$ cat src/rtl/traffic_pkg.sv
// Shared encodings for the traffic light monitor: phases, one-hot bus codes,
// monitor FSM states and phase-order helpers.
package traffic_pkg;

   localparam logic [1:0] PH_RED  = 2'b00;
   localparam logic [1:0] PH_GRN  = 2'b01;
   localparam logic [1:0] PH_YEL  = 2'b10;
   localparam logic [1:0] PH_NONE = 2'b11;

   localparam logic [2:0] LT_RED = 3'b001;
   localparam logic [2:0] LT_GRN = 3'b010;
   localparam logic [2:0] LT_YEL = 3'b100;

   typedef enum logic [1:0] {
      ST_SYNC  = 2'b00,
      ST_TRK_R = 2'b01,
      ST_TRK_G = 2'b10,
      ST_TRK_Y = 2'b11
   } mon_state_t;

   function automatic logic [1:0] next_phase(input logic [1:0] ph);
      logic [1:0] nx;
      case (ph)
         PH_RED:  nx = PH_GRN;
         PH_GRN:  nx = PH_YEL;
         PH_YEL:  nx = PH_RED;
         default: nx = PH_NONE;
      endcase
      return nx;
   endfunction

   function automatic mon_state_t trk_state(input logic [1:0] ph);
      mon_state_t st;
      case (ph)
         PH_RED:  st = ST_TRK_R;
         PH_GRN:  st = ST_TRK_G;
         PH_YEL:  st = ST_TRK_Y;
         default: st = ST_SYNC;
      endcase
      return st;
   endfunction

   function automatic logic [1:0] state_phase(input mon_state_t st);
      logic [1:0] ph;
      case (st)
         ST_TRK_R: ph = PH_RED;
         ST_TRK_G: ph = PH_GRN;
         ST_TRK_Y: ph = PH_YEL;
         default:  ph = PH_NONE;
      endcase
      return ph;
   endfunction

endpackage

$ cat src/rtl/light_code_decode.sv
// Combinational decode of the 3-bit light bus into a legality flag and phase.
module light_code_decode
   import traffic_pkg::*;
(
   input  logic [2:0] code,
   output logic       legal,
   output logic [1:0] phase
);

   // One-hot code to phase; everything else (000 included) is illegal
   always_comb begin
      legal = 1'b0;
      phase = PH_NONE;
      case (code)
         LT_RED: begin
            legal = 1'b1;
            phase = PH_RED;
         end
         LT_GRN: begin
            legal = 1'b1;
            phase = PH_GRN;
         end
         LT_YEL: begin
            legal = 1'b1;
            phase = PH_YEL;
         end
         default: begin
            legal = 1'b0;
            phase = PH_NONE;
         end
      endcase
   end

endmodule

$ cat src/rtl/traffic_light_monitor.sv
// Receive-side watchdog for the one-hot traffic light bus: tracks the phase,
// measures phase dwell and raises sticky code / order / dwell violation flags.
module traffic_light_monitor
   import traffic_pkg::*;
#(
   parameter int CNT_W   = 8,
   parameter int RED_MIN = 2,
   parameter int RED_MAX = 8,
   parameter int GRN_MIN = 2,
   parameter int GRN_MAX = 8,
   parameter int YEL_MIN = 2,
   parameter int YEL_MAX = 12
)(
   input  logic             clk,
   input  logic             rst,
   input  logic [2:0]       light,
   input  logic             clr_err,
   output logic [1:0]       phase,
   output logic             phase_valid,
   output logic [CNT_W-1:0] dwell,
   output logic [1:0]       dwell_phase,
   output logic             dwell_valid,
   output logic             err_code,
   output logic             err_seq,
   output logic             err_dwell,
   output logic [7:0]       err_count
);

   localparam logic [CNT_W-1:0] CNT_ZERO = {CNT_W{1'b0}};
   localparam logic [CNT_W-1:0] CNT_ONE  = CNT_W'(1);
   localparam logic [CNT_W-1:0] CNT_SAT  = {CNT_W{1'b1}};

   logic [2:0]       light_q_r;
   logic             lq_vld_r;
   logic             illeg_prev_r;
   mon_state_t       state_r;
   mon_state_t       state_nx;
   logic [CNT_W-1:0] cnt_r;
   logic [CNT_W-1:0] cnt_nx;
   logic [CNT_W-1:0] cnt_inc_s;
   logic             overrun_r;
   logic             overrun_nx;
   logic             sync_entry_r;
   logic             sync_entry_nx;

   logic             legal_s;
   logic [1:0]       code_ph_s;
   logic [1:0]       cur_ph_s;
   logic [CNT_W-1:0] min_s;
   logic [CNT_W-1:0] over_s;
   logic             illegal_s;
   logic             enter_s;
   logic             hold_s;
   logic             change_s;
   logic             code_ev_s;
   logic             seq_ev_s;
   logic             over_ev_s;
   logic             exit_ev_s;
   logic             any_ev_s;

   logic [1:0]       phase_nx;
   logic             phase_valid_nx;
   logic [CNT_W-1:0] dwell_nx;
   logic [1:0]       dwell_phase_nx;
   logic             dwell_valid_nx;
   logic             err_code_nx;
   logic             err_seq_nx;
   logic             err_dwell_nx;
   logic [7:0]       err_count_nx;

   light_code_decode u_decode (
      .code  (light_q_r),
      .legal (legal_s),
      .phase (code_ph_s)
   );

   // Input capture; lq_vld_r keeps the reset value of light_q out of the checks
   always_ff @(posedge clk or posedge rst) begin
      if (rst) begin
         light_q_r    <= 3'b000;
         lq_vld_r     <= 1'b0;
         illeg_prev_r <= 1'b0;
      end else begin
         light_q_r    <= light;
         lq_vld_r     <= 1'b1;
         illeg_prev_r <= illegal_s;
      end
   end

   assign cur_ph_s  = state_phase(state_r);
   assign illegal_s = lq_vld_r & ~legal_s;
   assign enter_s   = lq_vld_r & legal_s & (state_r == ST_SYNC);
   assign hold_s    = lq_vld_r & legal_s & (state_r != ST_SYNC) & (code_ph_s == cur_ph_s);
   assign change_s  = lq_vld_r & legal_s & (state_r != ST_SYNC) & (code_ph_s != cur_ph_s);
   assign cnt_inc_s = (cnt_r == CNT_SAT) ? cnt_r : cnt_r + CNT_ONE;

   // Dwell window of the phase currently being tracked; over_s is MAX+1
   always_comb begin
      min_s  = CNT_ZERO;
      over_s = CNT_SAT;
      case (state_r)
         ST_TRK_R: begin
            min_s  = CNT_W'(RED_MIN);
            over_s = CNT_W'(RED_MAX + 1);
         end
         ST_TRK_G: begin
            min_s  = CNT_W'(GRN_MIN);
            over_s = CNT_W'(GRN_MAX + 1);
         end
         ST_TRK_Y: begin
            min_s  = CNT_W'(YEL_MIN);
            over_s = CNT_W'(YEL_MAX + 1);
         end
         default: begin
            min_s  = CNT_ZERO;
            over_s = CNT_SAT;
         end
      endcase
   end

   // A held illegal code is one event, not one per cycle
   assign code_ev_s = illegal_s & ~illeg_prev_r;
   assign seq_ev_s  = change_s & (code_ph_s != next_phase(cur_ph_s));
   assign over_ev_s = hold_s & (cnt_inc_s == over_s) & ~overrun_r;
   assign exit_ev_s = change_s & ~sync_entry_r &
                      ((cnt_r < min_s) | ((cnt_r >= over_s) & ~overrun_r));
   assign any_ev_s  = code_ev_s | seq_ev_s | over_ev_s | exit_ev_s;

   // FSM state register
   always_ff @(posedge clk or posedge rst) begin
      if (rst) begin
         state_r <= ST_SYNC;
      end else begin
         state_r <= state_nx;
      end
   end

   // FSM next state: illegal codes force resync, any legal change is followed
   always_comb begin
      state_nx = state_r;
      if (illegal_s) begin
         state_nx = ST_SYNC;
      end else if (enter_s || change_s) begin
         state_nx = trk_state(code_ph_s);
      end else begin
         state_nx = state_r;
      end
   end

   // FSM outputs and datapath next values
   always_comb begin
      cnt_nx        = cnt_r;
      overrun_nx    = overrun_r;
      sync_entry_nx = sync_entry_r;
      if (illegal_s) begin
         cnt_nx        = CNT_ZERO;
         overrun_nx    = 1'b0;
         sync_entry_nx = 1'b0;
      end else if (enter_s) begin
         cnt_nx        = CNT_ONE;
         overrun_nx    = 1'b0;
         sync_entry_nx = 1'b1;
      end else if (change_s) begin
         cnt_nx        = CNT_ONE;
         overrun_nx    = 1'b0;
         sync_entry_nx = 1'b0;
      end else if (hold_s) begin
         cnt_nx        = cnt_inc_s;
         overrun_nx    = overrun_r | over_ev_s;
         sync_entry_nx = sync_entry_r;
      end else begin
         cnt_nx        = cnt_r;
         overrun_nx    = overrun_r;
         sync_entry_nx = sync_entry_r;
      end

      phase_nx       = state_phase(state_nx);
      phase_valid_nx = (state_nx != ST_SYNC);

      dwell_valid_nx = change_s & ~sync_entry_r;
      if (dwell_valid_nx) begin
         dwell_nx       = cnt_r;
         dwell_phase_nx = cur_ph_s;
      end else begin
         dwell_nx       = dwell;
         dwell_phase_nx = dwell_phase;
      end

      // A violation in the clearing cycle survives the clear
      if (clr_err) begin
         err_code_nx  = code_ev_s;
         err_seq_nx   = seq_ev_s;
         err_dwell_nx = over_ev_s | exit_ev_s;
         err_count_nx = any_ev_s ? 8'd1 : 8'd0;
      end else begin
         err_code_nx  = err_code | code_ev_s;
         err_seq_nx   = err_seq | seq_ev_s;
         err_dwell_nx = err_dwell | over_ev_s | exit_ev_s;
         if (any_ev_s && (err_count != 8'd255)) begin
            err_count_nx = err_count + 8'd1;
         end else begin
            err_count_nx = err_count;
         end
      end
   end

   // Datapath and output registers
   always_ff @(posedge clk or posedge rst) begin
      if (rst) begin
         cnt_r        <= CNT_ZERO;
         overrun_r    <= 1'b0;
         sync_entry_r <= 1'b0;
         phase        <= PH_NONE;
         phase_valid  <= 1'b0;
         dwell        <= CNT_ZERO;
         dwell_phase  <= 2'b00;
         dwell_valid  <= 1'b0;
         err_code     <= 1'b0;
         err_seq      <= 1'b0;
         err_dwell    <= 1'b0;
         err_count    <= 8'd0;
      end else begin
         cnt_r        <= cnt_nx;
         overrun_r    <= overrun_nx;
         sync_entry_r <= sync_entry_nx;
         phase        <= phase_nx;
         phase_valid  <= phase_valid_nx;
         dwell        <= dwell_nx;
         dwell_phase  <= dwell_phase_nx;
         dwell_valid  <= dwell_valid_nx;
         err_code     <= err_code_nx;
         err_seq      <= err_seq_nx;
         err_dwell    <= err_dwell_nx;
         err_count    <= err_count_nx;
      end
   end

endmodule
$ cat config.mk
export PLATFORM = sky130hd
export DESIGN_NAME = traffic_light_monitor
export DESIGN_NICKNAME = d
export VERILOG_FILES = /design/src/rtl/traffic_pkg.sv /design/src/rtl/light_code_decode.sv /design/src/rtl/traffic_light_monitor.sv
export SDC_FILE = /design/constraint.sdc
export NUM_CORES = 1
export LEC_CHECK = 0
export BUFFER_PORTS_ARGS = -buffer_cell sky130_fd_sc_hd__buf_2
export CAP_MARGIN = 20
export CELL_PAD_IN_SITES_DETAIL_PLACEMENT = 2
export CELL_PAD_IN_SITES_GLOBAL_PLACEMENT = 2
export CORE_MARGIN = 5
export CORE_UTILIZATION = 39
export CTS_CLUSTER_SIZE = 10
export DETAILED_ROUTE_END_ITERATION = 10
export GPL_TIMING_DRIVEN = 1
export PLACE_DENSITY = 0.88
export SLEW_MARGIN = 30
export SYNTH_ARGS = -nofsm -noshare
export SYNTH_HDL_FRONTEND = slang
export SYNTH_HIERARCHICAL = 1
export SYNTH_SLANG_ARGS = --single-unit
$ cat constraint.sdc
create_clock -name clk -period 7.9 [get_ports clk]
set_input_delay 1.58 -clock clk [delete_from_list [all_inputs] [get_ports clk]]
set_output_delay 1.58 -clock clk [all_outputs]
set_load 0.01 [all_outputs]
# Word-level counts from Yosys, hierarchy flattened
# Index checks and enable logic that the tools add are counted.
dict set report word_totals {
  regBits 42
  in_bits 6
  out_inout_bits 25
}
dict set report op_classes {
  n_addsub 2
  n_lt_le_gt_ge 2
  n_eq_ne 19
  n_mux 28
  n_bitwise 27
  n_reduce_logical 13
}
# cell n
set op_table {}
lappend op_table {{8-bit 2-to-1 mux} 7}
lappend op_table {{2-bit case mux with 3 select lines} 5}
lappend op_table {{8-bit by 1-bit adder with 8-bit output, second input constant} 2}
lappend op_table {{8-bit case mux with 2 select lines} 1}
lappend op_table {{1-bit bitwise AND} 13}
lappend op_table {{2-bit equality test, second input constant} 6}
lappend op_table {{1-bit 2-to-1 mux} 12}
lappend op_table {{1-bit OR} 10}
lappend op_table {{2-bit by 1-bit equality test with 1-bit output, second input constant} 4}
lappend op_table {{8-bit equality test} 1}
lappend op_table {{8-bit equality test, second input constant} 1}
lappend op_table {{8-bit >= comparator} 1}
lappend op_table {{8-bit < comparator} 1}
lappend op_table {{8-bit inequality test, second input constant} 1}
lappend op_table {{2-bit zero test} 3}
lappend op_table {{2-bit 2-to-1 mux} 3}
lappend op_table {{2-bit nonzero test} 3}
lappend op_table {{3-bit OR reduction} 2}
lappend op_table {{2-bit inequality test} 2}
lappend op_table {{1-bit inverter} 4}
lappend op_table {{4-bit nonzero test} 1}
lappend op_table {{3-bit by 1-bit equality test with 1-bit output, second input constant} 1}
lappend op_table {{3-bit by 2-bit equality test with 1-bit output, second input constant} 1}
lappend op_table {{3-bit equality test, second input constant} 1}
lappend op_table {{other kinds (5)} 5}

# Logic depth before layout (Yosys ltp)
dict set report logic_depth {
  word_depth 13
  ltp_mapped 13
  depth_no_buf 11
}

# Modules after synthesis
# The synthesis kept the hierarchy.
# mod n_inst cells_per_inst area_per_inst_um2 seq_area_each_um2
set modules_own_cells {}
lappend modules_own_cells {traffic_light_monitor 1 276 2513.7 1053.5}
lappend modules_own_cells {light_code_decode 1 7 46.3 0.0}

# Worst setup path after synthesis
# OpenSTA, ideal clock, no wires.
dict set report synth_path {
  path_type {flip-flop to flip-flop}
  startpoint {register state_r[0]}
  endpoint {register err_count[2]}
  setup_ns 0.128
  arrival_ns 2.686
  required_ns 7.772
  setup_slack_ns 5.086
  path_stages_with_launch 13
  period_less_slack_ns 2.814
  path_cell_list {dfrtp_1 > buf_2 > inv_1 > ha_1 > buf_6 > or2_4 > and3_4 > or4_4 > buf_6 > a31oi_4 > a211oi_2 > a21oi_1 > mux2_1}
}
dict set report synth_via {
  elab_chain_len 11
}
# item line_no
set synth_rtl {}
lappend synth_rtl {{start, declared} traffic_light_monitor.sv:36} ;# mon_state_t state_r;
lappend synth_rtl {{start signal, assigned} traffic_light_monitor.sv:134} ;# state_r <= state_nx;
lappend synth_rtl {{parallel branches: the longest is 8 deep, another holds 8-bit >= comparator} n/a}
lappend synth_rtl {{1-bit OR (*)} traffic_light_monitor.sv:127} ;# assign any_ev_s = code_ev_s | seq_ev_s | over_ev_s | exit_ev_s;
lappend synth_rtl {{1-bit logical AND (*)} traffic_light_monitor.sv:199} ;# if (any_ev_s && (err_count != 8'd255)) begin
lappend synth_rtl {{2-bit nonzero test (no line) (*)} n/a}
lappend synth_rtl {{end signal, assigned} traffic_light_monitor.sv:234} ;# err_count <= err_count_nx;
lappend synth_rtl {{end, declared} traffic_light_monitor.sv:26} ;# output logic [7:0] err_count
# Every way passes the cells marked *.
# A chain may end at the register's enable or synchronous reset.

# Worst setup path after layout
dict set report layout_path {
  startpoint {register state_r[0]}
  endpoint {register err_count[4]}
}
# The elaborated chain is that of the path after synthesis.

==> flow_summary_export.csv <==
group,metric,value,unit
clocking,clk_pin_slew_worst_paths,80,ps
synth,ys_types,52,
synth,synth_seq_cells,42,
clocking,cts_buffer_depth,2,
routing,drt_iter0_drc,54,
final_layout,drive_gt1_share,15.69,%
final_layout,nNetsFinal,329,
setup_path,path_max_fanout,8,
clocking,h-tree-depth,2,
timing,finalMaxSlewViolations,0,
clocking,cts.sinks,42,
power_and_ir_drop,p_comb_share,18.8,%
routing,drcViolationCount,0,
power_and_ir_drop,powerDensity,164.5,nW/um2
clocking,numCtsBuffers,5,
routing,wl_per_cell,17.71,um
timing,tightest_slew,650.3,ps
grt,met2_usage,29.15,%
clocking,cts_tree,"done",
run_status,outcome,"completed",
placed_design,port_buffers,30,
timing,skew,4.497,ps
setup_path,cp.required,8080,ps
timing,finalHoldViolCount,0,
timing,timing.fmax,311.0,MHz
floorplanning,core,6386,um2
clocking,postCtsSetupBuffers,0,
clocking,clock_latency,300,ps
timing,setup_ws,4685,ps
grt,antenna_found_initial,0,
final_layout,antenna_cells,0,
job,timing.max_cap.violations,0,
grt,grt_max_degree,43,
synth,synth_cells,283,
timing,period_share,40.70,%
timing,setup_viol,0,
synth,synth_ff_type,"dfrtp_1",
final_layout,area_growth,9.873,%
synth,synth_fp_nets,306,
power_and_ir_drop,p_int,0.3217,mW
setup_path,critPathLaunchType,"flip-flop",
grt,grt_use_total,17.01,%
setup_path,arrival,3400,ps
clocking,cts_resized,0,
power_and_ir_drop,p_seq_share,52.2,%
placed_design,dp_hpwl,5.093,mm
synth,avgSynthCellArea,9.046,um2
grt,busiest_layer,"met2",
grt,grt_overflow,0,
setup_path,endpoint_kind,"flip-flop",
routing,vias,2186,
synth,async_flop_share,100.0,%
power_and_ir_drop,vdd_drop_max,0.00007307,V
placed_design,place_congestion,0.8120,
floorplanning,initial_core_util,40.09,%
grt,grt_pass1_wl,11.87,mm
timing,slew_headroom,56.25,%
floorplanning,fp.dieW,91.02,um
timing,tns,0,ps
routing,drtAntennaViolNets,0,
timing,fin_crit,3215,ps
grt,use_met1,21.54,%
timing,rsz0062_at_grt,"false",
power_and_ir_drop,swShare,30.47,%
hold_path,hp-class,"reg -> reg",
floorplanning,rows,29,
setup_path,r2r_slack,4690,ps
synth,seq_area_frac_synth,41.15,%
grt,met3_usage,3.884,%
synth,yosysWarnings,6,
placed_design,pre_cts_ws,4739,ps
final_layout,fin_util,44.04,%
floorplanning,die-area,8285,um2
timing,holdWs,477.9,ps
grt,grt_pass1_vias,2374,
clocking,clockRootBuffer,"clkbuf_8",
routing,wl,6.782,mm
routing,via_per_inst,5.708,
synth,syn_area,2560,um2
power_and_ir_drop,pwr-share-clk,29.1,%
setup_path,crit_type,"reg -> reg",
power_and_ir_drop,p_sw,0.1410,mW
floorplanning,ioPinCount,31,
power_and_ir_drop,power.leakage,1.374,nW
synth,synth_edf_count,0,
floorplanning,die_h,91.02,um
clocking,ctsHoldBuffers,0,
routing,first_pass_iters,4,
[per-stage QoR]
stage | power (mW) | std cells | instance area (um2)
floorplan | 0.3033 | 283 | 2560
global placement | 0.3280 | 376 | 2734
detailed placement | 0.3331 | 376 | 2734
CTS | 0.4716 | 383 | 2813
global route | 0.4913 | 383 | 2813
finish | 0.4627 | 383 | 2813
[worst max-delay path, cell delays in order (launching register included)]
cell       delay [ps]
dfrtp_1           460
inv_1             130
ha_1              290
inv_1             200
ha_1              330
nor2b_1            50
o21a_1            170
o2111ai_1         280
a31oi_4           140
a211oi_2          520
a21oi_1           170
mux2_1            350
[flip-flops by register name (all words and copies together), names as in the netlist]
| name | count |
|---|---|
| cnt_r | 8 |
| err_code | 1 |
| overrun_r | 1 |
| err_seq | 1 |
| dwell_valid | 1 |
| sync_entry_r | 1 |
| dwell_phase | 2 |
| phase | 2 |
| err_dwell | 1 |
| dwell | 8 |
| err_count | 8 |
| light_q_r | 3 |
| state_r | 2 |
| illeg_prev_r | 1 |
| phase_valid | 1 |
| lq_vld_r | 1 |
[cell usage after synthesis, drive strengths merged (3+ instances only)]
cell type	number	area (um2)
a21boi	3	26.28
a21o	3	22.52
a21oi	22	110.1
a31oi	3	33.78
and3	5	36.28
and4	3	26.28
buf	9	57.55
clkbuf	6	22.52
dfrtp	40	1001
ha	17	212.7
inv	17	63.81
mux2	6	67.56
nand2	49	183.9
nand3	7	35.03
nand4	7	43.79
nor2	14	52.55
nor2b	9	56.30
nor3	3	15.01
nor4	3	18.77
o2111ai	3	26.28
o21ai	17	85.08
o31ai	4	30.03
xor2	3	26.28
[placed cells by master (no fill, tap or decap), drive strengths merged, types with 3 or more instances in the layout]
cell type	synthesis	routed
nor2b	9	9
o31ai	4	4
inv	17	17
xor2	3	3
dfrtp	40	40
nand3	7	7
a21boi	3	3
buf	9	31
a31oi	3	3
nor4	3	3
a21o	3	3
o2111ai	3	3
ha	17	17
nand2	49	49
o21ai	17	17
nor2	14	14
nor3	3	3
mux2	6	6
a21oi	22	22
clkbuf	6	5
and4	3	3
nand4	7	7
and3	5	5
[routing by layer]
layer | part of all wire (%) | up-vias
met1 | 46 | 1102
met5 | 0 | -
met3 | 4.0 | 8
met4 | 1.2 | 0
met2 | 49 | 40
li1 | - | 1036
[final timing paths]
check | startpoint | end | cells after the start
worst max register to register | state_r[0]$_DFF_PP0_ | err_count[4]$_DFFE_PP0P_ | 11
worst min register to register | dwell[4]$_DFFE_PP0P_ | dwell[4]$_DFFE_PP0P_ | 2
worst min-delay path | dwell[4]$_DFFE_PP0P_ | dwell[4]$_DFFE_PP0P_ | 2
min in group asynchronous | rst | dwell[0]$_DFFE_PP0P_ | 3
max in group asynchronous | rst | phase[0]$_DFF_PP1_ | 3
worst max-delay path | state_r[0]$_DFF_PP0_ | err_count[4]$_DFFE_PP0P_ | 11
[power by group through the flow]
| stage | Clock [mW] | Sequential, mW | Combinational [mW] |
|---|---|---|---|
| 6_report | 0.134 | 0.241 | 0.0868 |
| 5_1_grt | 0.149 | 0.244 | 0.0981 |
| 4_1_cts | 0.141 | 0.241 | 0.0888 |
| 3_5_place_dp | 0 | 0.246 | 0.0875 |
| 3_3_place_gp | 0 | 0.245 | 0.0828 |
| 2_1_floorplan | 0 | 0.247 | 0.0567 |
[logic make-up (layout without fill, tap and decap cells)]
family                   after synthesis  after routing  synth area share [%]
AND/OR/NAND/NOR                      109            109                 20.92
AO/OA/AOI/OAI                         71             71                 18.92
flip-flops                            42             42                 41.15
buffers and inverters                 32             55                 5.620
adder cells (fa/ha/maj)               17             17                 8.309
multiplexers                           7              7                 3.030
XOR/XNOR                               4              4                 1.906
other                                  1              1                0.1465
[final cells by class]
| type | count | area (um2) |
|---|---|---|
| Fill cell | 741 | 3573 |
| Multi-Input combinational cell | 209 | 1363 |
| Clock buffer | 5 | 68.82 |
| Tap cell | 77 | 96.34 |
| Clock inverter | 2 | 10.01 |
| Sequential cell | 42 | 1054 |
| Timing Repair Buffer | 31 | 157.7 |
| Inverter | 17 | 63.81 |
(Power assumes the default switching activity.)
